### src/rtl/calc_cmd_sequencer.sv
// Keypad-to-core command sequencer: buffers key codes in a small FIFO and hands
// them to the calculator core one at a time using its ready/busy/error status.
module calc_cmd_sequencer #(
    parameter int         DEPTH       = 4,
    parameter int         ACK_TIMEOUT = 64,
    parameter logic [3:0] IDLE_CODE   = 4'hD
) (
    input  logic                       clock,
    input  logic                       reset,
    input  logic                       key_valid,
    input  logic [3:0]                 key_code,
    output logic                       key_ready,
    output logic [3:0]                 cmd,
    input  logic [1:0]                 core_status,
    output logic [$clog2(DEPTH):0]     fifo_count,
    output logic [7:0]                 drop_cnt,
    output logic                       busy,
    output logic                       fault
);
    localparam int AW = $clog2(DEPTH);
    localparam logic [3:0] NOP_KEY = 4'hD;

    typedef enum logic [1:0] {S_IDLE, S_ISSUE, S_WAIT_DONE, S_FAULT} state_t;

    state_t        state_q, state_d;
    logic [3:0]    cmd_q, cmd_d;
    logic [AW:0]   count_q, count_d;
    logic [AW-1:0] wr_ptr_q, wr_ptr_d;
    logic [AW-1:0] rd_ptr_q, rd_ptr_d;
    logic [7:0]    drop_q, drop_d;
    logic [7:0]    tmo_q, tmo_d;
    logic [3:0]    fifo_mem [DEPTH];

    logic full, push, drop, pop;

    assign full      = (count_q == (AW+1)'(DEPTH));
    assign key_ready = !full && (state_q != S_FAULT);
    assign push      = key_valid && key_ready && (key_code != NOP_KEY);
    assign drop      = key_valid && !key_ready && (key_code != NOP_KEY);

    always_ff @(posedge clock) begin
        if (push) begin
            fifo_mem[wr_ptr_q] <= key_code;
        end
    end

    always_comb begin
        state_d = state_q;
        cmd_d   = cmd_q;
        tmo_d   = tmo_q;
        pop     = 1'b0;
        case (state_q)
            S_IDLE: begin
                if (core_status == 2'b00) begin
                    state_d = S_FAULT;
                end else if (count_q != '0 && core_status == 2'b10) begin
                    state_d = S_ISSUE;
                    cmd_d   = fifo_mem[rd_ptr_q];
                    tmo_d   = 8'd0;
                end
            end
            S_ISSUE: begin
                if (core_status == 2'b00) begin
                    state_d = S_FAULT;
                end else if (core_status == 2'b01) begin
                    pop     = 1'b1;
                    cmd_d   = IDLE_CODE;
                    state_d = S_WAIT_DONE;
                end else begin
                    tmo_d = tmo_q + 8'd1;
                    // Fault on the edge the count reaches the limit, so cmd is held exactly ACK_TIMEOUT cycles.
                    if ({1'b0, tmo_q} + 9'd1 == 9'(ACK_TIMEOUT)) begin
                        state_d = S_FAULT;
                    end
                end
            end
            S_WAIT_DONE: begin
                if (core_status == 2'b10) begin
                    state_d = S_IDLE;
                end else if (core_status == 2'b00) begin
                    state_d = S_FAULT;
                end
            end
            default: ;
        endcase
        if (state_d == S_FAULT) begin
            cmd_d = IDLE_CODE;
        end
    end

    always_comb begin
        wr_ptr_d = wr_ptr_q + AW'(push);
        rd_ptr_d = rd_ptr_q + AW'(pop);
        count_d  = count_q + (AW+1)'(push) - (AW+1)'(pop);
        // Entering or sitting in FAULT flushes the queue, overriding any same-edge push.
        if (state_d == S_FAULT) begin
            wr_ptr_d = '0;
            rd_ptr_d = '0;
            count_d  = '0;
        end
        drop_d = (drop && drop_q != 8'hFF) ? drop_q + 8'd1 : drop_q;
    end

    always_ff @(posedge clock or posedge reset) begin
        if (reset) begin
            state_q  <= S_IDLE;
            cmd_q    <= IDLE_CODE;
            count_q  <= '0;
            wr_ptr_q <= '0;
            rd_ptr_q <= '0;
            drop_q   <= 8'd0;
            tmo_q    <= 8'd0;
        end else begin
            state_q  <= state_d;
            cmd_q    <= cmd_d;
            count_q  <= count_d;
            wr_ptr_q <= wr_ptr_d;
            rd_ptr_q <= rd_ptr_d;
            drop_q   <= drop_d;
            tmo_q    <= tmo_d;
        end
    end

    assign cmd        = cmd_q;
    assign fifo_count = count_q;
    assign drop_cnt   = drop_q;
    assign busy       = (state_q != S_IDLE) || (count_q != '0);
    assign fault      = (state_q == S_FAULT);

endmodule

### config.mk
export PLATFORM = sky130hd
export DESIGN_NAME = calc_cmd_sequencer
export DESIGN_NICKNAME = d
export VERILOG_FILES = /design/src/rtl/calc_cmd_sequencer.sv
export SDC_FILE = /design/constraint.sdc
export NUM_CORES = 1
export LEC_CHECK = 0
export CORE_MARGIN = 5
export CORE_UTILIZATION = 60
export CTS_BUF_LIST = sky130_fd_sc_hd__clkbuf_4 sky130_fd_sc_hd__clkbuf_8
export DETAILED_ROUTE_END_ITERATION = 10
export DONT_BUFFER_PORTS = 1
export PLACE_DENSITY = 0.83
export SETUP_SLACK_MARGIN = 0.02
export SLEW_MARGIN = 20
export SYNTH_ARGS = -nofsm -noshare
export SYNTH_HDL_FRONTEND = slang
export SYNTH_SLANG_ARGS = --single-unit
### constraint.sdc
create_clock -name clock -period 5.9 [get_ports clock]
set_input_delay 0.295 -clock clock [delete_from_list [all_inputs] [get_ports clock]]
set_output_delay 0.295 -clock clock [all_outputs]
set_load 0.05 [all_outputs]
==> Yosys cells after proc, flatten, opt, wreduce, memory -nomap -nowiden <==
Memories as Yosys holds them, arrays and structs flattened.
Cells that the tools add are included.
{ "totals": {"regBits": 29, "romBits": 0, "in_bits": 9, "mem_count": 1, "latch_bits": 0, "out_inout_bits": 18, "ram_bits": 16, "elab_cells": 79} }
{ "mem_list": {"columns": ["name", "words", "word_bits", "read_ports", "rd_ports_with_merged_regs", "wr", "line", "rtl"], "rows": [
  ["fifo_mem", 4, 4, 1, 0, 1, "32", "logic [3:0] fifo_mem [DEPTH];"]
]} }
{ "op_classes": {"n_shift": 0, "n_lt_le_gt_ge": 0, "n_bitwise": 0, "muxes": 27, "add_sub_neg": 7, "eq_ne": 19, "multipliers": 0, "div_mod_pow": 0, "n_reduce_logical": 18} }
{ "ops": {"columns": ["operator", "count"], "rows": [
  ["8-bit 2-to-1 mux", 4],
  ["4-bit 2-to-1 mux", 5],
  ["2-bit 2-to-1 mux", 9],
  ["8-bit by 1-bit adder with 8-bit output (second input constant)", 2],
  ["8-bit case mux with 2 select lines", 1],
  ["3-bit inequality test (second input constant)", 4],
  ["2-bit inequality test (second input constant)", 5],
  ["5-bit AND reduction", 2],
  ["8-bit by 1-bit adder with 9-bit output (second input constant)", 1],
  ["9-bit by 7-bit equality test with 1-bit output (second input constant)", 1],
  ["2-bit equality test (second input constant)", 4],
  ["8-bit inequality test (second input constant)", 1],
  ["4-bit case mux with 2 select lines", 1],
  ["1-bit logical AND", 7],
  ["2-bit case mux with 3 select lines", 1],
  ["3-bit nonzero test", 2],
  ["1-bit 2-to-1 mux", 5],
  ["2-bit by 1-bit adder with 2-bit output", 2],
  ["2-bit by 1-bit equality test with 1-bit output (second input constant)", 2],
  ["2-bit zero test", 2],
  ["4-bit inequality test (second input constant)", 1],
  ["2-bit nonzero test", 2],
  ["3-bit by 1-bit adder with 3-bit output", 1],
  ["3-bit equality test (second input constant)", 1],
  ["other kinds (4)", 5]
]} }

==> Logic depth before layout (Yosys ltp) <==
{ "depth": {"ltp_word": 9, "ltp_mapped": 11, "mapped_depth_nobuf": 10} }

==> Worst setup path before layout <==
OpenSTA, ideal clock, no wires.
{ "synth_timing": {"path_type": "register -> register", "start": "register state_q[1]", "end": "register count_q[2] (netlist: fifo_count[2])", "stages_incl_launch_ff": 12, "path_buffers": 1, "setup_ns": 0.120, "t_required_ns": 5.780, "synth_period_minus_slack_ns": 3.149, "arrival_ns": 3.029, "slack_ns": 2.751, "path_cell_list": "dfrtp_1 -> buf_4 -> and2_2 -> nor2_1 -> nand3_1 -> ha_1 -> inv_1 -> ha_1 -> fa_1 -> xnor2_1 -> xnor2_1 -> nor2_1"} }
{ "synth_between": {"elab_chain_len": 7, "elab_cells_between_ends": 20, "classes_between": "add/sub: 2; eq/ne: 4; mux: 10; reduce/logical: 4"} }
{ "synth_lines": {"columns": ["item", "line", "rtl"], "rows": [
  ["from (decl)", "25", "state_t state_q, state_d;"],
  ["from (signal assigned)", "114", "state_q <= state_d;"],
  ["2-bit inequality test", "37", "assign key_ready = !full && (state_q != S_FAULT);"],
  ["1-bit logical AND", "37", null],
  ["via key_ready", "12", "output logic key_ready,"],
  ["1-bit logical AND (2 in a row)", "38", "assign push = key_valid && key_ready && (key_code != NOP_KEY);"],
  ["3-bit by 1-bit adder with 3-bit output", "94", "count_d = count_q + (AW+1)'(push) - (AW+1)'(pop);"],
  ["3-bit by 1-bit subtractor with 3-bit output", "94", null],
  ["3-bit 2-to-1 mux", "96", "if (state_d == S_FAULT) begin"],
  ["via count_d[2]", "27", "logic [AW:0] count_q, count_d;"],
  ["to (signal assigned)", "116", "count_q <= count_d;"],
  ["to (decl)", "27", null]
]} }
The timed path passes the listed nets, and every way through them passes these cells.
A chain may end at the register's enable or synchronous reset.

==> Worst setup path in the final report <==
Same ends and word-level chain as after synthesis.

==> out/qor.yml <==
outcome:
  status: "finished, final reports clean"
routing:
  wire_per_inst_um: 17.5
  first_pass_iters: 4
  ant_nets: 0
  routed_wl_um: 4340
  route.vias.total: 1501
  drt_iter0_drc: 146
  via_per_inst: 6.05
  remaining_drc_errors: 0
timing:
  max-slew-margin-rel_pct: 37.6
  drv_slew: 0
  fin_crit_ps: 3380
  timing.final.ws_setup_ps: 2520
  whs_ps: 84.2
  hold_violations: 0
  grt_setup_unrepaired: "no"
  fin_tns_setup_ps: 0
  skew_ps: 3.57
  tightest_slew_ps: 933
  max_freq_ghz: 0.296
  finalCritPeriodShare_pct: 57.3
  setup_viol: 0
cts:
  htree_num_levels: 2
  cts.reportedPaths.clkPinSlew_ps: 80
  insertion_delay_ps: 300
  cts_resized: 0
  cts.sinks: 45
  cts_tree: "yes"
  cts_made_buffers: 5
  cts_root_buf: "clkbuf_8"
  clock_path_buffers: 2
logic_synthesis:
  yosys.area.top_type: "dfrtp_1"
  yosysUniqueCellTypes: 51
  syn_area_sq_um: 2270
  synth.ff_latch_count: 45
  syn_nets: 214
  synth_edf_count: 16
  synth_warnings: 0
  synthArstFlopShare_pct: 64.4
  syn_inst: 197
  ys_seq_area_share_pct: 53.3
  synthTopCellsByArea: "dfrtp_1 (29%), edfxtp_1 (21%), mux4_2 (4.0%), ha_1 (3.9%), dfstp_2 (3.5%)"
  synth.avg_cell_area_sq_um: 11.5
  synth_ff_type: "dfrtp_1"
  synth_top_area_share_pct: 28.7
grt:
  grt_use_met1_pct: 24.5
  first_global_vias: 1556
  antenna_found_initial: 0
  met2_usage_pct: 29.7
  grt_max_degree: 30
  grt_pass1_wl_um: 7480
  overflow: 0
  busiest_layer: "met2"
  use_met3_pct: 6.59
  grtUsageTotal_pct: 18.8
placement:
  io_buffers: 0
  globalplace.congestion: 0.839
  dpl_cell_area_sq_um: 2290
  dp_hpwl_um: 3260
  place_ws_ps: 2550
setup_path:
  critPathArrivalTime_ps: 3540
  start_kind: "flop"
  path_max_fanout: 12
  crit_path_end_kind: "flop"
  crit_type: "reg2reg"
  required_ps: 6060
layout:
  diodes: 0
  post-route-cell-area_sq_um: 2400
  finalNetCount: 216
  drive_above_1_share_pct: 13.5
  areaGrowthSynthToFinish_pct: 5.56
  fin_util_pct: 65.5
floorplanning:
  dieWidth_um: 71.5
  ios: 27
  die-area_sq_um: 5120
  num_rows: 22
  fp.coreArea_sq_um: 3660
  start_util_pct: 62.0
  die_y_um: 71.5
power:
  p_leak_uw: 0.000962
  ir_drop_v: 0.000403
  cellPowerDensity_nw_per_um2: 513
worst_hold_path:
  hp-class: "in2reg"
job:
  max_cap_violations: 0
==> cell type report <==
type                       instances  area (sq um)
clock buffer                       7          90.1
sequential                        45          1210
multi-input combinational        139           993
timing repair buffer               1          10.0
tap                               48          60.1
inverter                           7          26.3
clock inverter                     1          7.51
fill                             270          1260
==> cells by family after synthesis <==
logic type / after synthesis / share of synthesized area [%]
muxes: 5 / 4.46
adders and majority gates: 8 / 4.74
xor gates and xnor gates: 12 / 4.63
DFF: 45 / 53.3
AOI/OAI and AO/OA: 35 / 10.9
and+or+nand+nor: 79 / 19.0
buffers and inverters: 13 / 2.97
==> registers in the layout (all words and copies together) (netlist names) <==
signal      count
fifo_mem       16
state_q         2
rd_ptr_q        2
wr_ptr_q        2
drop_cnt        8
fifo_count      3
cmd             4
tmo_q           8
==> synthesized netlist by cell type (all sizes together), types with 7 or more instances <==
library cell	number
nor2	16
nor3	7
edfxtp	16
nor2b	7
nand3	9
inv	7
ha	7
xnor2	9
dfrtp	26
nand2	15
o21ai	11
==> worst max-delay path, stage by stage (launching register included) <==
cell     delay [ps]
dfrtp_1         510
and2_2          370
nor2_1          760
nand3_1         260
ha_1            350
inv_1            40
ha_1            180
fa_1            380
xnor2_1         170
xnor2_1         140
nor2_1           60
==> stage by stage <==
step / instances / total power [uW]
2_1_floorplan: 197 / 954
5_1_grt: 248 / 1310
4_1_cts: 247 / 1230
6_report: 248 / 1230
3_3_place_gp: 239 / 996
3_5_place_dp: 239 / 1030
==> cell usage in the layout, fill, tap and decap left out, types with 2 or more instances in the layout <==
cell type	synthesis	layout
nor3b_1	3	3
xnor2_1	9	9
inv_1	7	6
nor2b_1	7	7
and2_1	2	2
o31ai_1	3	3
a21oi_1	6	6
nor2_1	16	16
edfxtp_1	16	16
o211ai_1	2	2
nor4_1	2	2
or3_1	3	3
dfrtp_1	26	26
and3_1	3	3
clkbuf_8	0	6
dfstp_2	3	3
nand3_1	8	8
xor2_1	3	3
o21ai_0	10	10
mux4_2	4	4
a211oi_1	2	2
ha_1	7	7
o21a_1	2	2
nand2_1	15	15
a22o_1	2	2
nor3_1	6	6
nand2b_1	2	2
==> where the power goes <==
| group | leakage (uW) | internal (uW) | switching, uW |
|---|---|---|---|
| clock | 0.0000479 | 99.8 | 105 |
| combinational | 0.000400 | 156 | 203 |
| sequential | 0.000514 | 415 | 251 |
| total | 0.000962 | 671 | 559 |
==> final timing paths <==
kind / end / from / cells after the start / slack (ps)
setup reg to reg: fifo_count[2] / state_q[1] / 10 / 2520
hold / removal: fifo_mem[3][3] / key_code[3] / 0 / 80
max in group asynchronous: drop_cnt[0] / reset / 2 / 4990
min in group asynchronous: drop_cnt[5] / reset / 2 / 520
hold reg to reg: tmo_q[5] / tmo_q[5] / 1 / 570
setup / recovery: fifo_count[2] / state_q[1] / 10 / 2520
==> per-layer routing <==
layer | wire length, um | share of wire (%) | vias up
li1 | - | - | 718
met1 | 1850 | 43 | 725
met5 | 0 | 0 | -
met2 | 2100 | 48 | 50
met3 | 339 | 7.8 | 8
met4 | 51 | 1.2 | 0
==> repair_timing <==
item	CTS	global route
hold endpoints to repair	0	26
buffers inserted	0	0
hold buffers	0	1
No activity file was read; power rests on OpenSTA's default activity.
